<file path="src/rtl/filter_mode_ctrl.sv">
// filter_mode_ctrl
//   Selects which pixel stream (unfiltered bypass or one of NUM_FILTERS
//   filter channels) drives the frame-buffer write port. A debounced push
//   button steps through the modes. A mode change is armed on a press and
//   committed only at the first pixel of a frame, so no frame is ever mixed.
//
// Ports
//   clk, reset          system clock, synchronous active-high reset
//   btn_next            raw asynchronous push-button (active-high)
//   we_in/wAddr_in/wData_in   camera write stream (stage S0)
//   f_we/f_addr/f_data  filter channel k in bit/slice k-1 (stage S1)
//   we_out/wAddr_out/wData_out  frame-buffer write port (S1 + 1 register)
//   mode                committed mode (0 = bypass .. NUM_FILTERS)
//   pending             a mode change is armed, waiting for a frame start
//   frame_cnt           frame boundaries seen (wraps)
module filter_mode_ctrl #(
    parameter  int unsigned IMG_WIDTH       = 320,
    parameter  int unsigned IMG_HEIGHT      = 240,
    parameter  int unsigned NUM_FILTERS     = 3,
    parameter  int unsigned DEBOUNCE_CYCLES = 1000000,
    localparam int unsigned AW = $clog2(IMG_WIDTH * IMG_HEIGHT),
    localparam int unsigned MW = $clog2(NUM_FILTERS + 1)
) (
    input  logic                      clk,
    input  logic                      reset,
    input  logic                      btn_next,
    input  logic                      we_in,
    input  logic [AW-1:0]             wAddr_in,
    input  logic [15:0]               wData_in,
    input  logic [NUM_FILTERS-1:0]    f_we,
    input  logic [NUM_FILTERS*AW-1:0] f_addr,
    input  logic [NUM_FILTERS*16-1:0] f_data,
    output logic                      we_out,
    output logic [AW-1:0]             wAddr_out,
    output logic [15:0]               wData_out,
    output logic [MW-1:0]             mode,
    output logic                      pending,
    output logic [15:0]               frame_cnt
);

    localparam int unsigned    CW        = (DEBOUNCE_CYCLES > 1) ? $clog2(DEBOUNCE_CYCLES) : 1;
    localparam logic [CW-1:0]  CNT_MAX   = CW'(DEBOUNCE_CYCLES - 1);
    localparam logic [MW-1:0]  MODE_MAX  = MW'(NUM_FILTERS);

    typedef enum logic {IDLE, ARMED} state_t;

    state_t          state;
    logic [MW-1:0]   target;

    // Button synchronizer and debouncer
    logic            sync_a, sync_b;
    logic [CW-1:0]   db_cnt;
    logic            stable, stable_q;
    logic            press;

    // Bypass channel registered once so it lines up with the filter outputs
    logic            byp_we;
    logic [AW-1:0]   byp_addr;
    logic [15:0]     byp_data;

    logic            fb;
    logic [MW-1:0]   sel;
    logic            mux_we;
    logic [AW-1:0]   mux_addr;
    logic [15:0]     mux_data;

    function automatic logic [MW-1:0] inc(input logic [MW-1:0] x);
        return (x == MODE_MAX) ? '0 : x + 1'b1;
    endfunction

    always_ff @(posedge clk) begin
        if (reset) begin
            sync_a   <= 1'b0;
            sync_b   <= 1'b0;
            db_cnt   <= '0;
            stable   <= 1'b0;
            stable_q <= 1'b0;
        end else begin
            sync_a   <= btn_next;
            sync_b   <= sync_a;
            stable_q <= stable;
            if (sync_b == stable) begin
                db_cnt <= '0;
            end else if (db_cnt == CNT_MAX) begin
                stable <= sync_b;
                db_cnt <= '0;
            end else begin
                db_cnt <= db_cnt + 1'b1;
            end
        end
    end

    // Rising edge of the debounced level only; releases never count
    assign press = stable & ~stable_q;

    always_ff @(posedge clk) begin
        if (reset) begin
            byp_we   <= 1'b0;
            byp_addr <= '0;
            byp_data <= '0;
        end else begin
            byp_we   <= we_in;
            byp_addr <= wAddr_in;
            byp_data <= wData_in;
        end
    end

    // Frame start is always taken from the bypass channel, whatever is selected
    assign fb  = byp_we && (byp_addr == '0);
    // In the commit cycle the new target already drives the mux, so the
    // address-0 pixel of the new frame uses the new mode
    assign sel = (state == ARMED && fb) ? target : mode;

    always_comb begin
        mux_we   = byp_we;
        mux_addr = byp_addr;
        mux_data = byp_data;
        for (int unsigned k = 1; k <= NUM_FILTERS; k++) begin
            if (sel == MW'(k)) begin
                mux_we   = f_we[k-1];
                mux_addr = f_addr[(k-1)*AW +: AW];
                mux_data = f_data[(k-1)*16 +: 16];
            end
        end
    end

    always_ff @(posedge clk) begin
        if (reset) begin
            state     <= IDLE;
            target    <= '0;
            mode      <= '0;
            pending   <= 1'b0;
            we_out    <= 1'b0;
            wAddr_out <= '0;
            wData_out <= '0;
            frame_cnt <= '0;
        end else begin
            we_out    <= mux_we;
            wAddr_out <= mux_addr;
            wData_out <= mux_data;
            if (fb) begin
                frame_cnt <= frame_cnt + 1'b1;
            end
            case (state)
                IDLE: begin
                    // A press coinciding with a frame start only arms
                    if (press) begin
                        target  <= inc(mode);
                        state   <= ARMED;
                        pending <= 1'b1;
                    end
                end
                ARMED: begin
                    if (fb) begin
                        mode <= target;
                        // Press on the commit cycle re-arms from the committed target
                        if (press) begin
                            target <= inc(target);
                        end else begin
                            state   <= IDLE;
                            pending <= 1'b0;
                        end
                    end else if (press) begin
                        target <= inc(target);
                    end
                end
                default: begin
                    state   <= IDLE;
                    pending <= 1'b0;
                end
            endcase
        end
    end

endmodule

</file>
<file path="config.mk">
export PLATFORM = sky130hd
export DESIGN_NAME = filter_mode_ctrl
export DESIGN_NICKNAME = d
export VERILOG_FILES = /design/src/rtl/filter_mode_ctrl.sv
export SDC_FILE = /design/constraint.sdc
export NUM_CORES = 1
export LEC_CHECK = 0
export ABC_AREA = 1
export ABC_CLOCK_PERIOD_IN_PS = 1800
export CORE_ASPECT_RATIO = 0.8
export CORE_MARGIN = 2
export CORE_UTILIZATION = 41
export DETAILED_ROUTE_END_ITERATION = 10
export PLACE_DENSITY_LB_ADDON = 0.2
export SYNTH_ARGS = -nofsm -noshare
export SYNTH_HDL_FRONTEND = slang
export SYNTH_SLANG_ARGS = --single-unit
</file>
<file path="constraint.sdc">
create_clock -name clk -period 1.8 [get_ports clk]
set_clock_uncertainty 0.05 [all_clocks]
set_input_delay 0.36 -clock clk [delete_from_list [all_inputs] [get_ports clk]]
set_output_delay 0.36 -clock clk [all_outputs]
set_load 0.005 [all_outputs]
</file>
==> results by group <==
Status
  • Status: finished, violations left
  • Failing checks: negative setup slack

Setup path
  • Max incr delay on CP: ~330 ps
  • Crit path DAT: 2160 ps
  • CP max-delay cell: dfxtp_2
  • Worst setup EP type: flop
  • Critical Path Start Type: flop
  • CP required: approximately 2100 ps
  • Cells along the critical path: nor2_4, nand3_2, inv_2, nand2_2, nor2_4, nand3_2, nand2_4, inv_6, nand2_8, inv_8, clkbuf_16, nand2_1, nand3_2, nand2_1, inv_1
  • Critical path class: reg2reg
  • CP most frequent cell: nand3_2
  • Critical path peak fanout: 10

Placement
  • Input/output buffers: 191
  • Place WS: -61.8 ps
  • HPWL Detailed: approximately 11 mm
  • Final Wtd Congestion: 0.824
  • DP Area: roughly 7900 um2

Clocking
  • H-Tree Level Count: 4
  • Clock buffer depth: 2
  • Clock Latency Late Sink: 410 ps
  • Clk slew on worst S/H paths: ~50 ps
  • CTS sink cnt: between 100 and 150
  • Root Driver: clkbuf_16
  • TritonCTS clock tree: yes
  • Number of buffers created by CTS: 17

Layout
  • Final core utilization: between 60% and 70%
  • Final instance area: roughly 9000 um2
  • Layout area overhead: 61.1%
  • Antenna Cells: 0
  • Nets@finish: 1215
  • Fillcell total: 1178
  • Share of cells above drive strength 1: between 10% and 20%

Floorplan
  • IO Count: 192
  • Die footprint: between 10000 and 15000 um2
  • Core ar.: between 10000 and 15000 um2
  • Die Y: about 110 um
  • Chip width: approximately 130 um
  • Initial core utilization: between 40% and 50%
  • Cell Rows: 38

Drt
  • Post-Route WL: 16.7 mm
  • Drt initial violations: roughly 310
  • Final ANT Viol Nets: 0
  • Via density: roughly 4.6
  • DR vias: between 5000 and 6000
  • WL/cell: between 10 and 15 um
  • 1st-pass router iterations: 5
  • Drc violations: 0

Timing
  • Fmax: 0.527 GHz
  • Max-slew headroom: about 63%
  • Worst Setup Slack, final: -96.2 ps
  • Final period utilization: 105%
  • Max Transition Viols Final: 0
  • Least-Margin Pin Slew: about 560 ps
  • Final setup fails: 34
  • Fin crit period: 1900 ps
  • Final-report hold violation count: 0
  • RSZ-0062 raised after global routing: yes
  • Setup_tns: -2100 ps

Synth
  • FF+latch count, synth: 114
  • Post-synthesis async set-or-reset flop share: 0%
  • Post-synthesis sequential area ratio: between 40% and 50%
  • Post-Syn Instances: about 850
  • Area of the mapped netlist: roughly 5600 um2
  • Post-synth EDFFs: 0
  • Post-synthesis cell type count: 39
  • Ys flop type: dfxtp_1
  • Avg Inst Size Synth: around 6.6 um2
  • Synth Warn #: 0
  • Syn_nets: 989

Global route
  • Number of global-route vias before repair: 5301
  • Gr usage total: 22.2%
  • First-pass GRT wire length: 25.5 mm
  • Initial antenna violation count: 0
  • Largest net degree at the start of global routing: 49
  • Congestion Overflow GR: 0

Pwr
  • Pleak: approximately 4.4 nW
  • Overall power: approximately 7.3 mW
  • Reg power frac: between 30% and 40%
  • Power Density: 808 nW/um2
  • Switching share of power: 20.2%
  • Switching pwr: 1.47 mW
  • Clock share of power: 54.4%
  • Comb power frac: a little under a tenth
  • P_int: 5.82 mW
  • Peak supply drop: a little over 0.7 mV

Run
  • Max-Cap Viols: 0

Worst hold path
  • Worst Hold Class: reg2reg
cells by family after synthesis:
family	synth area share, %
simple gates	32.2
buf+inv	17.9
flops	40.8
compound gates	7.15
xor+xnor	1.09
fa+ha+maj	0.894
layout make-up:
type | instances | area, um2 | area share (%)
Inverter | 211 | 807 | 8.95
Clock buffer | 23 | 498 | 5.52
Multi-Input combinational cell | 487 | 2520 | 28.0
Timing Repair Buffer | 241 | 2460 | 27.3
Tap cell | 180 | 225 | 2.50
Clock inverter | 9 | 198 | 2.19
Sequential cell | 114 | 2300 | 25.5
critical path, delay by kind of cell, from the launching register on:
kind          cells  cell delay (ps)
simple gates     10             1000
flops             1              330
buf+inv           5              410
final timing paths:
path	startpoint	to	slack (ps)	cells past startpoint
hold / removal	sync_a	sync_b	360	2
hold reg to reg	sync_a	sync_b	360	2
setup reg to reg	byp_addr[15]	wData_out[5]	-100	15
setup / recovery	byp_addr[15]	wData_out[5]	-100	15
metrics by stage:
stage / cells / hold slack (ps)
6_report: 1265 / 356
5_1_grt: 1265 / 376
4_1_cts: 1261 / 359
3_5_place_dp: 1225 / 353
3_3_place_gp: 1225 / 343
2_1_floorplan: 846 / 338
cells in the final DEF (no fill, tap or decap), drive strengths merged, types with 4 or more instances in the layout:
cell / n
nand3: 120
a21oi: 18
dfxtp: 114
o21ai: 47
buf: 48
inv: 210
clkdlybuf4s50: 190
nor2: 91
ha: 4
nor3: 14
nor4: 5
xor2: 5
nand2: 156
nand4: 7
bufinv: 6
clkbuf: 26
registers in the layout, summed over array words and instances, names as in the netlist, 2 cells and up:
signal     flops
mode           2
wData_out     16
frame_cnt     16
db_cnt        20
wAddr_out     17
byp_data      16
byp_addr      17
target         2
Yosys cell counts, drive strengths merged, types with 3 or more instances:
cell / count / area share, %
a31oi: 3 / 0.34
inv: 210 / 14
and3: 3 / 0.34
nand3: 120 / 11
a211oi: 3 / 0.40
clkbuf: 9 / 0.60
buf: 25 / 3.1
nor3: 14 / 1.4
or2: 3 / 0.34
a21oi: 18 / 1.6
xor2: 5 / 0.78
nor4: 5 / 0.56
dfxtp: 114 / 41
nand4: 7 / 0.78
nor2: 91 / 6.5
nand2: 156 / 11
ha: 4 / 0.89
o21ai: 47 / 4.2
power groups by stage:
stage | Sequential (mW) | Clock, mW | Combinational [mW]
global route | 2.64 | 4.15 | 0.768
CTS | 2.63 | 4.02 | 0.681
detailed placement | 2.68 | 0 | 0.657
finish | 2.63 | 3.96 | 0.692
floorplan | 2.68 | 0 | 0.210
global placement | 2.68 | 0 | 0.653
per-layer routing:
layer / global-route usage, % / up-vias / share of wire (%) / routed length [um]
li1: - / 3033 / - / -
met1: 29.2 / 2579 / 46 / 7740
met2: 36.3 / 189 / 46 / 7620
met3: 5.95 / 16 / 6.8 / 1140
met4: 5.86 / 0 / 1.2 / 197
met5: 0 / - / 0 / 0
timing repair:
action / 4_1_cts / 5_1_grt
cloned: 1 / 3
pin swaps: 2 / 29
setup endpoints to repair: 39 / 69
setup buffers: 3 / 3
resized for setup: 23 / 63
hold buffers: 0 / 0
(Power assumes the default switching activity.)
